**src/rtl/ex_mul_sequencer.sv**
```systemverilog
// ex_mul_sequencer: multi-cycle shift-add multiply controller for the EX stage.
// Accepts R-type MUL (ALUOp 2'b10, funct 6'b000010), consumes BITS_PER_CYCLE
// multiplier bits per cycle and raises the EX stall while the multiply runs.
// Optional feature macro: EX_MUL_OVF_EN adds a 2*WIDTH accumulator and the
// mul_ovf output (high half of the unsigned product is non-zero).
// BITS_PER_CYCLE must be 1, 2 or 4 and must divide WIDTH.
module ex_mul_sequencer #(
    parameter int WIDTH          = 32,
    parameter int BITS_PER_CYCLE = 1
) (
    input  logic             clk,
    input  logic             reset,
    input  logic             issue_valid,
    input  logic [1:0]       alu_op,
    input  logic [5:0]       funct,
    input  logic [WIDTH-1:0] op_a,
    input  logic [WIDTH-1:0] op_b,
    input  logic             flush,
    output logic             stall_flag_ex_out,
    output logic             busy,
    output logic             result_valid,
    output logic [WIDTH-1:0] result
`ifdef EX_MUL_OVF_EN
    ,
    output logic             mul_ovf
`endif
);

    localparam int N     = WIDTH / BITS_PER_CYCLE;
    localparam int CNT_W = $clog2(N) + 1;
`ifdef EX_MUL_OVF_EN
    localparam int ACC_W = 2 * WIDTH;
`else
    localparam int ACC_W = WIDTH;
`endif

    typedef enum logic [1:0] {
        S_IDLE = 2'd0,
        S_BUSY = 2'd1,
        S_DONE = 2'd2
    } state_t;

    state_t             r_state;
    logic [ACC_W-1:0]   r_mcand;
    logic [WIDTH-1:0]   r_mplier;
    logic [ACC_W-1:0]   r_acc;
    logic [CNT_W-1:0]   r_count;
    logic               r_busy;
    logic               r_result_valid;
    logic [WIDTH-1:0]   r_result;
`ifdef EX_MUL_OVF_EN
    logic               r_mul_ovf;
`endif

    logic               w_is_mul;
    logic               w_can_accept;
    logic               w_mul_accept;
    logic [ACC_W-1:0]   w_pp [BITS_PER_CYCLE];
    logic [ACC_W-1:0]   w_step;
    logic [ACC_W-1:0]   w_acc_next;
    logic               w_last;

    // Decode a MUL issue and qualify it with state, flush and (active-low) reset
    assign w_is_mul     = issue_valid && (alu_op == 2'b10) && (funct == 6'b000010);
    assign w_can_accept = (r_state == S_IDLE) || (r_state == S_DONE);
    assign w_mul_accept = w_is_mul && w_can_accept && !flush && reset;
    assign w_last       = (r_count == CNT_W'(N - 1));

    // One shifted copy of the multiplicand per multiplier bit consumed this cycle
    for (genvar gi = 0; gi < BITS_PER_CYCLE; gi++) begin : g_pp
        assign w_pp[gi] = r_mplier[gi] ? (r_mcand << gi) : '0;
    end

    // Sum the partial products of this iteration into the running accumulator
    always_comb begin
        w_step = '0;
        for (int i = 0; i < BITS_PER_CYCLE; i++) begin
            w_step = w_step + w_pp[i];
        end
        w_acc_next = r_acc + w_step;
    end

    // Control FSM and datapath registers; reset beats flush, flush beats issue
    always_ff @(posedge clk) begin
        if (!reset) begin
            r_state        <= S_IDLE;
            r_mcand        <= '0;
            r_mplier       <= '0;
            r_acc          <= '0;
            r_count        <= '0;
            r_busy         <= 1'b0;
            r_result_valid <= 1'b0;
            r_result       <= '0;
`ifdef EX_MUL_OVF_EN
            r_mul_ovf      <= 1'b0;
`endif
        end else if (flush) begin
            // Kill any in-flight op; the last completed result stays visible
            r_state        <= S_IDLE;
            r_acc          <= '0;
            r_count        <= '0;
            r_busy         <= 1'b0;
            r_result_valid <= 1'b0;
        end else begin
            r_result_valid <= 1'b0;
            case (r_state)
                S_IDLE, S_DONE: begin
                    if (w_mul_accept) begin
                        r_mcand  <= ACC_W'(op_a);
                        r_mplier <= op_b;
                        r_acc    <= '0;
                        r_count  <= '0;
                        r_busy   <= 1'b1;
                        r_state  <= S_BUSY;
                    end else begin
                        r_busy   <= 1'b0;
                        r_state  <= S_IDLE;
                    end
                end
                S_BUSY: begin
                    r_acc    <= w_acc_next;
                    r_mcand  <= r_mcand << BITS_PER_CYCLE;
                    r_mplier <= r_mplier >> BITS_PER_CYCLE;
                    r_count  <= r_count + CNT_W'(1);
                    if (w_last) begin
                        r_result       <= w_acc_next[WIDTH-1:0];
`ifdef EX_MUL_OVF_EN
                        r_mul_ovf      <= |w_acc_next[ACC_W-1:WIDTH];
`endif
                        r_result_valid <= 1'b1;
                        r_busy         <= 1'b0;
                        r_state        <= S_DONE;
                    end
                end
                default: begin
                    r_busy  <= 1'b0;
                    r_state <= S_IDLE;
                end
            endcase
        end
    end

    // Stall covers the accept cycle plus every BUSY cycle; DONE lets the pipe advance
    assign stall_flag_ex_out = (r_state == S_BUSY) || w_mul_accept;
    assign busy              = r_busy;
    assign result_valid      = r_result_valid;
    assign result            = r_result;
`ifdef EX_MUL_OVF_EN
    assign mul_ovf           = r_mul_ovf;
`endif

endmodule
```
**config.mk**
```make
export PLATFORM = sky130hd
export DESIGN_NAME = ex_mul_sequencer
export DESIGN_NICKNAME = d
export VERILOG_FILES = /design/src/rtl/ex_mul_sequencer.sv
export SDC_FILE = /design/constraint.sdc
export NUM_CORES = 1
export LEC_CHECK = 0
export ABC_AREA = 1
export BUFFER_PORTS_ARGS = -buffer_cell sky130_fd_sc_hd__buf_2
export CORE_AREA = 2 2 148 150
export CTS_CLUSTER_SIZE = 28
export DETAILED_ROUTE_END_ITERATION = 16
export DIE_AREA = 0 0 150 152
export PLACE_DENSITY = 0.67
export RECOVER_POWER = 25
export SLEW_MARGIN = 30
export SYNTH_ARGS = -nofsm -noshare
export SYNTH_HDL_FRONTEND = slang
export SYNTH_SLANG_ARGS = --single-unit
```
**constraint.sdc**
```tcl
create_clock -name clk -period 3.15 [get_ports clk]
set_clock_uncertainty 0.15 [all_clocks]
set_input_delay 0.63 -clock clk [delete_from_list [all_inputs] [get_ports clk]]
set_output_delay 0.63 -clock clk [all_outputs]
set_load 0.02 [all_outputs]
```
==> flow_summary.json, run 1 <==
{
  "design_area_um2": 9550,
  "track_usage_pct": 20.4,
  "setup_tns_ns": 0,
  "p_per_area_nw_per_um2": 399,
  "avgSynthCellArea_um2": 6.07,
  "dp_hpwl_um": 16500,
  "ys_seq_area_share_pct": 33.0,
  "totalWireLength_um": 22700,
  "die_w_um": 150,
  "synthDistinctLibCells": 30,
  "maxCapViolCount": 2,
  "synthSimpleGateAreaFrac_pct": 31.9,
  "hold_viol": 0,
  "post-route-period-util_pct": 84.4,
  "path_clk_slew_ns": 0.06,
  "cts_max_path_buffers": 2,
  "layout-drive-gt1-share_pct": 8.73,
  "num_rows": 54,
  "end_kind": "register",
  "finalSetupViolCount": 0,
  "drt_iter0_markers": 542,
  "tightestPinTransition_ns": 1.64,
  "synth_edf_count": 0,
  "ys_seq_elements": 137,
  "area_growth_pct": 14.7,
  "cp-start-kind": "primary input",
  "die-area_um2": 22800,
  "ant_nets": 0,
  "routed_via_density": 4.73,
  "cts_hold_buf": 0,
  "cts.sinks": 137,
  "irDropWorstVdd_uv": 288,
  "synth.mux.area_fraction_pct": 0,
  "fmax_mhz": 376,
  "synth_warnings": 0,
  "place_congestion": 0.902,
  "min_path_type": "reg -> reg",
  "async_reset_ff_share_pct": 0,
  "cts.htree.levels": 4,
  "cp_common_cell": "buf_2",
  "synthCells": 1371,
  "synth_top_family_by_area": "simple AND/OR/NAND/NOR gates",
  "via_count": 8261,
  "relSlewSlack_pct": -9.14,
  "synth_fp_nets": 1480,
  "synth_compound_area_share_pct": 15.0,
  "grt_pass1_vias": 7569,
  "layout_common_cells": "nand2_1 (487), inv_1 (211), dfxtp_1 (137)",
  "cts-root-buf": "clkbuf_16",
  "synth_xor_area_share_pct": 1.68,
  "synthesis.area_um2": 8320,
  "run_status": "finished, violations left",
  "post_cts_buffers": 0,
  "grt_pass1_wl_um": 37200,
  "die_h_um": 152,
  "ctsResizeCount": 0,
  "nFillCells": 2349,
  "coreArea_um2": 21400,
  "path_cells": "buf_2 -> buf_2 -> inv_1 -> nor4_1",
  "worstSetupPathType": "in -> reg",
  "rsz0062_at_grt": "no",
  "cp_data_required_time_ns": 3.33,
  "pin_count": 111,
  "grt_max_degree": 95,
  "layout.nets": 1562,
  "min_period_ns": 2.66,
  "path_buf_inv": 3,
  "portBuffers": 110,
  "synth_ff_type": "dfxtp_1",
  "gr-total-overflow": 0,
  "synth_fa_ha_area_share_pct": 5.05,
  "cp_max_fo": 94,
  "start_util_pct": 39.0,
  "first_pass_iters": 5,
  "cts_buffers": 17,
  "violations": "capacitance limit, slew limit",
  "final_common_cell": "nand2_1",
  "cpPeakStageDelay_ns": 1.22,
  "drc": 0,
  "tritoncts": "yes",
  "antenna_found_initial": 2,
  "critPathTopFamily": "buffers and inverters",
  "crit_arrival_ns": 2.84,
  "drv_slew": 165,
  "clk_latency_ns": 0.43,
  "wire_per_inst_um": 13.0,
  "leakage_uw": 0.00502,
  "crit_path_top_delay_cell": "buf_2",
  "placed_area_um2": 9040
}
cell usage after synthesis, types with 12 or more instances:
cell type	instances	area share, %
nand3_1	45	2.7
o21a_1	26	2.3
inv_1	211	9.5
ha_1	32	4.8
a21oi_1	88	5.3
dfxtp_1	137	33
clkbuf_1	31	1.4
xor2_1	16	1.7
nand2_1	487	22
nor2_1	119	5.4
o21ai_1	83	5.0
o21ai_0	34	2.0
buf_2	12	0.72
cells by family (layout without fill, tap and decap cells):
group	Yosys count	count (layout)
AOI/OAI and AO/OA	234	234
xor gates and xnor gates	16	16
adders and majority gates	33	33
buffers and inverters	278	373
DFF	137	137
other	0	2
and+or+nand+nor	673	673
worst register-to-register path, stage by stage, from the launching register on:
cell and delay (ns):
dfxtp_1 0.32, buf_4 0.18, nand2_1 0.08, inv_1 0.04, ha_1 0.22, fa_1 0.45
nand2_1 0.10, nand3_1 0.11, nand2_1 0.12, nand2_1 0.18, xor2_1 0.27, nand2_1 0.09
a21oi_1 0.18
final timing paths:
path | from | end | slack [ns] | depth (start not counted)
max | reset | result_valid | 0.49 | 4
min | r_mplier[3] | r_mplier[3] | 0.30 | 2
max reg2reg | r_mplier[0] | r_acc[14] | 0.60 | 12
min reg2reg | r_mplier[3] | r_mplier[3] | 0.30 | 2
layer usage:
metal | vias to the layer above | share of wire (%) | track usage [%]
met5 | - | 0 | 0
met4 | 0 | 2.2 | 7.19
met3 | 34 | 6.4 | 4.86
met2 | 194 | 44 | 31.7
met1 | 3657 | 48 | 27.6
li1 | 4376 | - | -
per-stage QoR:
step                      instances  util, %  hold slack [ns]  total power [uW]  worst slack, ns
final                          1748     44.7            0.296              3810            0.490
after global routing           1746     44.7            0.316              3960            0.240
after detailed placement       1714     42.3            0.289              1920            0.605
after CTS                      1746     45.0            0.298              3850            0.622
after floorplan                1371        -            0.275              1850            0.763
after global placement         1714     42.3            0.286              1920            0.668
registers in the layout, indices dropped and copies added (netlist names):
| name | flops |
|---|---|
| busy | 1 |
| r_acc | 32 |
| r_count | 6 |
| r_mcand | 32 |
| r_mplier | 32 |
| r_state | 1 |
| result | 32 |
| result_valid | 1 |
power by group:
part           switching, uW  internal [uW]
clock                    768           1170
combinational           79.7           65.3
sequential             0.218           1730
total                    847           2960
cell type report:
class	instances	area, um^2	area share [%]
tap	280	350	3.67
clock buffer	25	495	5.19
sequential	137	2740	28.7
antenna	2	5.00	0.0524
clock inverter	7	66.3	0.695
timing repair buffer	121	598	6.26
inverter	220	826	8.65
multi-input combinational	956	4460	46.7
Note: power is estimated with default switching activity, not from simulation.
==> inputs of run 2 (changes only) <==
ABC_AREA = 0   (was 1)
CORE_AREA = 2 2 139 141   (was 2 2 148 150)
DIE_AREA = 0 0 141 143   (was 0 0 150 152)
PLACE_DENSITY = 0.68   (was 0.67)
clock period = 2.5 ns   (was 3.15 ns; I/O delays follow)
==> run 2 against run 1 <==
Net effect: the flow finishes with violations (setup timing); register-to-register slack lost 0.90 ns; synthesized area shrank 12%; hold slack lost 0.11 ns; routed wire length shrank 1.6%; combinational power is essentially flat; sequential share of layout area shrank 2.4 points; largest cell class unchanged.
==> flow_summary.json, run 2 <==
{
  "run_status": "finished, violations left",
  "violations": "setup timing",
  "portBuffers": 110,
  "gr-total-overflow": 0,
  "die-area_um2": 20200,
  "grt_pass1_vias": 7014,
  "via_count": 7561,
  "async_reset_ff_share_pct": 0,
  "synth_top_area_cell": "dfxtp_1",
  "track_usage_pct": 21.5,
  "cp-start-kind": "register",
  "crit_start": "r_mplier[0]",
  "ys_top_cells_by_area": "dfxtp_1 (37%), nand2_1 (11%), a311oi_1 (7.4%)",
  "maxCapViolCount": 0,
  "cp_max_fo": 6,
  "total_power_uw": 4910,
  "rsz0062_at_grt": "yes",
  "synth_most_common_cell": "nand2_1",
  "num_rows": 50,
  "nFillCells": 1646,
  "cts-root-buf": "clkbuf_16",
  "ant_nets": 0,
  "hold_ws_ns": 0.187,
  "layout-drive-gt1-share_pct": 32.4,
  "totalWireLength_um": 22300,
  "dp_hpwl_um": 15400,
  "path_cells": "buf_6 -> and2_4 -> ha_4 -> a21o_1 -> a31o_4 -> o21bai_4 -> a2111oi_4 -> buf_6 -> nor3_4 -> or4_1 -> nand3_1",
  "path_clk_slew_ns": 0.06,
  "synthCells": 937,
  "grt_pass1_wl_um": 35000,
  "synth_fp_nets": 1046,
  "synthesis.area_um2": 7320,
  "cp_data_required_time_ns": 2.71,
  "worstSetupPathType": "reg -> reg",
  "crit_arrival_ns": 3.02,
  "synth_ff_type": "dfxtp_1",
  "first_pass_iters": 5,
  "cts_buffers": 17,
  "comb_power_share_pct": 3.0,
  "cts_max_path_buffers": 2,
  "coreArea_um2": 18600,
  "ys_seq_area_share_pct": 37.5,
  "pin_count": 111,
  "cpPeakStageDelay_ns": 0.49,
  "critPathTopFamily": "compound AO/OA/AOI/OAI gates",
  "ys_seq_elements": 137,
  "netlist_top_cells_count": "nand2_1 (207), dfxtp_1 (137), nor2_1 (103)",
  "clk_latency_ns": 0.42,
  "grt_max_degree": 86,
  "tightestPinTransition_ns": 0.724,
  "place_congestion": 0.907,
  "synth_top_area_share_pct": 37.5,
  "swShare_pct": 22.3,
  "crit_path_top_delay_cell": "or4_1",
  "end_kind": "register",
  "start_util_pct": 39.4,
  "hold_start": "op_b[31]",
  "synthDistinctLibCells": 67,
  "area_growth_pct": 42.4,
  "drt_iter0_markers": 547,
  "wire_per_inst_um": 16.0,
  "diodes": 0,
  "clockPowerShare_pct": 52.6,
  "final.setup.worst_slack_ns": -0.302,
  "intPower_uw": 3810,
  "routed_via_density": 5.41,
  "drc": 0,
  "tritoncts": "yes",
  "antenna_found_initial": 0,
  "p_per_area_nw_per_um2": 471,
  "relSlewSlack_pct": 51.7,
  "cts.sinks": 137,
  "hold_viol": 0,
  "avgSynthCellArea_um2": 7.81,
  "die_h_um": 143,
  "die_w_um": 141,
  "cp_common_cell": "buf_6",
  "pwr-share-seq_pct": 44.5,
  "layout.nets": 1259,
  "min_path_type": "in -> reg",
  "rr_startpoint": "r_mplier[0]",
  "synth_edf_count": 0,
  "drv_slew": 0,
  "final_common_cell": "nand2_1",
  "layout_common_cells": "nand2_1 (206), buf_4 (136), dfxtp_1 (135)",
  "fmax_mhz": 357,
  "path_buf_inv": 2,
  "cts.htree.levels": 4,
  "post-route-period-util_pct": 112,
  "min_period_ns": 2.80,
  "p_switching_uw": 1090,
  "finalSetupViolCount": 41,
  "synth_warnings": 0,
  "irDropWorstVdd_uv": 477,
  "leakage_uw": 0.00421
}
run 2: cell families (layout without fill, tap and decap cells):
| family | Yosys count | count (layout) | share of synthesized area (%) |
|---|---|---|---|
| compound gates | 248 | 248 | 24.3 |
| xor+xnor | 24 | 24 | 2.87 |
| fa+ha+maj | 33 | 33 | 5.74 |
| buf+inv | 75 | 301 | 4.49 |
| flops | 137 | 137 | 37.5 |
| simple gates | 420 | 420 | 25.2 |
run 2: area by class of cell:
class / count / area [um^2] / area share [%]
multi-input combinational: 725 / 5010 / 48.1
sequential: 137 / 2750 / 26.4
timing repair buffer: 262 / 1740 / 16.7
clock buffer: 17 / 425 / 4.08
tap: 234 / 293 / 2.81
clock inverter: 15 / 178 / 1.70
inverter: 7 / 26.3 / 0.252
run 2: power by group through the flow:
stage          clock, uW  sequential (uW)  combinational [uW]
6_report            2580             2180                 145
5_1_grt             2710             2180                 159
4_1_cts             2610             2180                 144
3_5_place_dp           0             2230                 142
3_3_place_gp           0             2230                 141
2_1_floorplan          0             2230                56.2
run 2: worst register-to-register path, cell delays in order (launching register included):
cell and delay (ns):
dfxtp_4 0.37, buf_6 0.13, and2_4 0.16, ha_4 0.28, a21o_1 0.21, a31o_4 0.17, o21bai_4 0.09, a2111oi_4 0.37
buf_6 0.19, nor3_4 0.05, or4_1 0.49, nand3_1 0.10
run 2: path summary, 6_finish.rpt:
check | endpoint | slack (ns) | cells past startpoint
setup reg to reg | r_acc[31] | -0.30 | 11
hold / removal | r_mplier[31] | 0.19 | 3
hold reg to reg | r_acc[21] | 0.30 | 2
setup / recovery | r_acc[31] | -0.30 | 11
run 2: stage by stage:
| step | setup WS (ns) | utilization [%] | TNS [ns] | std cells | cell area, um^2 |
|---|---|---|---|---|---|
| after floorplan | -0.298 | - | -3.39 | 937 | 7410 |
| after detailed placement | -0.354 | 48.9 | -9.86 | 1355 | 9080 |
| after global placement | -0.280 | 48.9 | -6.82 | 1355 | 9080 |
| final | -0.302 | 56.1 | -5.72 | 1397 | 10400 |
| after CTS | -0.254 | 53.9 | -5.57 | 1393 | 10000 |
| after global routing | -0.368 | 56.1 | -9.79 | 1397 | 10400 |
run 2: what timing repair did:
action	4_1_cts	5_1_grt
buffers inserted	6	4
pin swaps	34	46
hold buffers	0	0
endpoints found under the setup margin	50	57
gates cloned	0	0
gates resized for setup	57	76
run 2: metal layers:
metal	vias to the layer above	track usage [%]	wire length (um)
li1	3765	-	-
met1	3519	29.1	10400
met2	239	34.1	10100
met3	38	4.36	1290
met4	0	7.63	506
met5	-	0	0
==> inputs of run 3 (changes only) <==
PLACE_DENSITY = 0.61   (was 0.68)
==> run 3 against run 2 <==
Net effect: the run still ends with setup timing left; clock power down 7%; die area did not move; global-route usage increased by 0.48 points; combinational power is essentially flat; first-iteration DRC count is 7.5% lower; largest power group unchanged; register-to-register slack better by 0.02 ns; via count down 0.65%; sequential power barely moved.
==> flow_summary.json, run 3 (same netlist as run 2, synthesis figures left out) <==
{
  "run_status": "finished, violations left",
  "violations": "setup timing",
  "grt_max_degree": 73,
  "die_h_um": 143,
  "clockPowerShare_pct": 50.6,
  "hold_viol": 0,
  "dr_wl_met3_um": 1330,
  "final_util_pct": 55.9,
  "area_growth_pct": 41.9,
  "crit_path_top_delay_cell": "or4_1",
  "pin_count": 111,
  "cp_common_cell": "buf_4",
  "path_cells": "buf_4 -> and2_4 -> ha_4 -> buf_4 -> and4_4 -> o21bai_4 -> a2111oi_4 -> buf_4 -> nor3_2 -> or4_1 -> nand3_1",
  "leakage_uw": 0.00417,
  "comb_power_share_pct": 3.1,
  "coreArea_um2": 18600,
  "intPower_uw": 3570,
  "cp-start-kind": "register",
  "path_clk_slew_ns": 0.07,
  "dp_hpwl_um": 15400,
  "portBuffers": 110,
  "grt_pass1_vias": 6909,
  "p_per_area_nw_per_um2": 454,
  "cp_max_fo": 6,
  "routed_via_density": 5.38,
  "layout.nets": 1258,
  "maxCapViolCount": 0,
  "finalSetupViolCount": 45,
  "rsz0062_at_grt": "yes",
  "layout-drive-gt1-share_pct": 32.5,
  "diodes": 0,
  "num_rows": 50,
  "start_util_pct": 39.4,
  "die-area_um2": 20200,
  "clk_latency_ns": 0.43,
  "relSlewSlack_pct": 55.3,
  "drt_iter0_markers": 506,
  "layout_common_cells": "nand2_1 (203), dfxtp_1 (136), buf_4 (136)",
  "top_layer_used": "met4",
  "wl_met2_um": 10400,
  "final_common_cell": "nand2_1",
  "post-route-period-util_pct": 111,
  "die_w_um": 141,
  "min_path_type": "in -> reg",
  "p_switching_uw": 1150,
  "antenna_found_initial": 0,
  "cts_buffers": 17,
  "cts.htree.levels": 4,
  "end_kind": "register",
  "tritoncts": "yes",
  "drv_slew": 0,
  "drc": 0,
  "crit_arrival_ns": 3.00,
  "pwr-share-seq_pct": 46.3,
  "ant_nets": 0,
  "grt_pass1_wl_um": 35400,
  "post-place-ws_ns": -0.349,
  "tightestPinTransition_ns": 0.670,
  "swShare_pct": 24.4,
  "setup_tns_ns": -6.03,
  "final.setup.worst_slack_ns": -0.278,
  "fmax_mhz": 360,
  "place_congestion": 0.909,
  "gr-total-overflow": 0,
  "cts.sinks": 137,
  "met1_length_um": 10800,
  "track_usage_pct": 22.0,
  "via_count": 7512,
  "cp_data_required_time_ns": 2.72,
  "totalWireLength_um": 22700,
  "first_pass_iters": 9,
  "cts-root-buf": "clkbuf_16",
  "irDropWorstVdd_uv": 473,
  "worstSetupPathType": "reg -> reg",
  "cts_max_path_buffers": 2,
  "cpPeakStageDelay_ns": 0.49,
  "wire_per_inst_um": 16.3,
  "min_period_ns": 2.78
}
==> run 3: cell types whose count changed in the layout (fill, tap and decap cells not counted), sizes merged <==
cell	delta
inv	+5
bufinv	-3
clkbuf	+2
clkinv	-2
clkinvlp	-2
buf	-1
==> run 3: per-layer routing <==
layer	up-vias	global-route usage, %
met1	3529	30.4
met5	-	0
li1	3762	-
met2	205	35.3
met4	0	3.74
met3	16	5.57
==> run 3: power by group through the flow <==
stage | registers [uW] | clock network [uW] | logic (uW)
detailed placement | 2230 | 0 | 144
floorplan | 2230 | 0 | 56.2
CTS | 2180 | 2430 | 145
global route | 2180 | 2520 | 160
finish | 2180 | 2390 | 145
global placement | 2230 | 0 | 143
==> run 3: through the flow <==
| stage | cell area (um^2) | total power (uW) | hold slack, ns | cells |
|---|---|---|---|---|
| floorplan | 7410 | 2290 | 0.272 | 937 |
| global placement | 9030 | 2380 | 0.288 | 1347 |
| detailed placement | 9030 | 2380 | 0.291 | 1347 |
| CTS | 10000 | 4760 | 0.170 | 1389 |
| global route | 10400 | 4860 | 0.175 | 1396 |
| finish | 10400 | 4720 | 0.180 | 1396 |
==> run 3: final cells by class <==
cell class              instances  area [um^2]
fillers                      1705         8190
multi-input cells             725         5030
flip-flops and latches        137         2750
repair buffers                261         1740
clock buffers                  19          443
well taps                     234          293
clock inverters                13          111
inverters                       7         26.3
==> run 3: worst paths after layout <==
check / start / to / slack (ns) / cells after the start
setup / recovery: r_mplier[0] / r_acc[31] / -0.28 / 11
hold / removal: op_a[5] / r_mcand[5] / 0.18 / 3
setup reg to reg: r_mplier[0] / r_acc[31] / -0.28 / 11
hold reg to reg: r_count[5] / r_count[5] / 0.30 / 1
==> run 3: critical path: cells and delay by family (launching register included) <==
kind | cells | cell delay, ns
adders and majority gates | 1 | 0.28
buffers and inverters | 3 | 0.45
AOI/OAI and AO/OA | 2 | 0.42
and+or+nand+nor | 5 | 1.06
DFF | 1 | 0.37
==> run 3: timing repair <==
action / CTS / global route
gates resized for setup: 68 / 69
pin swaps: 38 / 31
setup endpoints to repair: 49 / 55
hold buffers: 0 / 0
hold endpoints to repair: 0 / 0
setup buffers: 10 / 8
gates cloned: 0 / 0
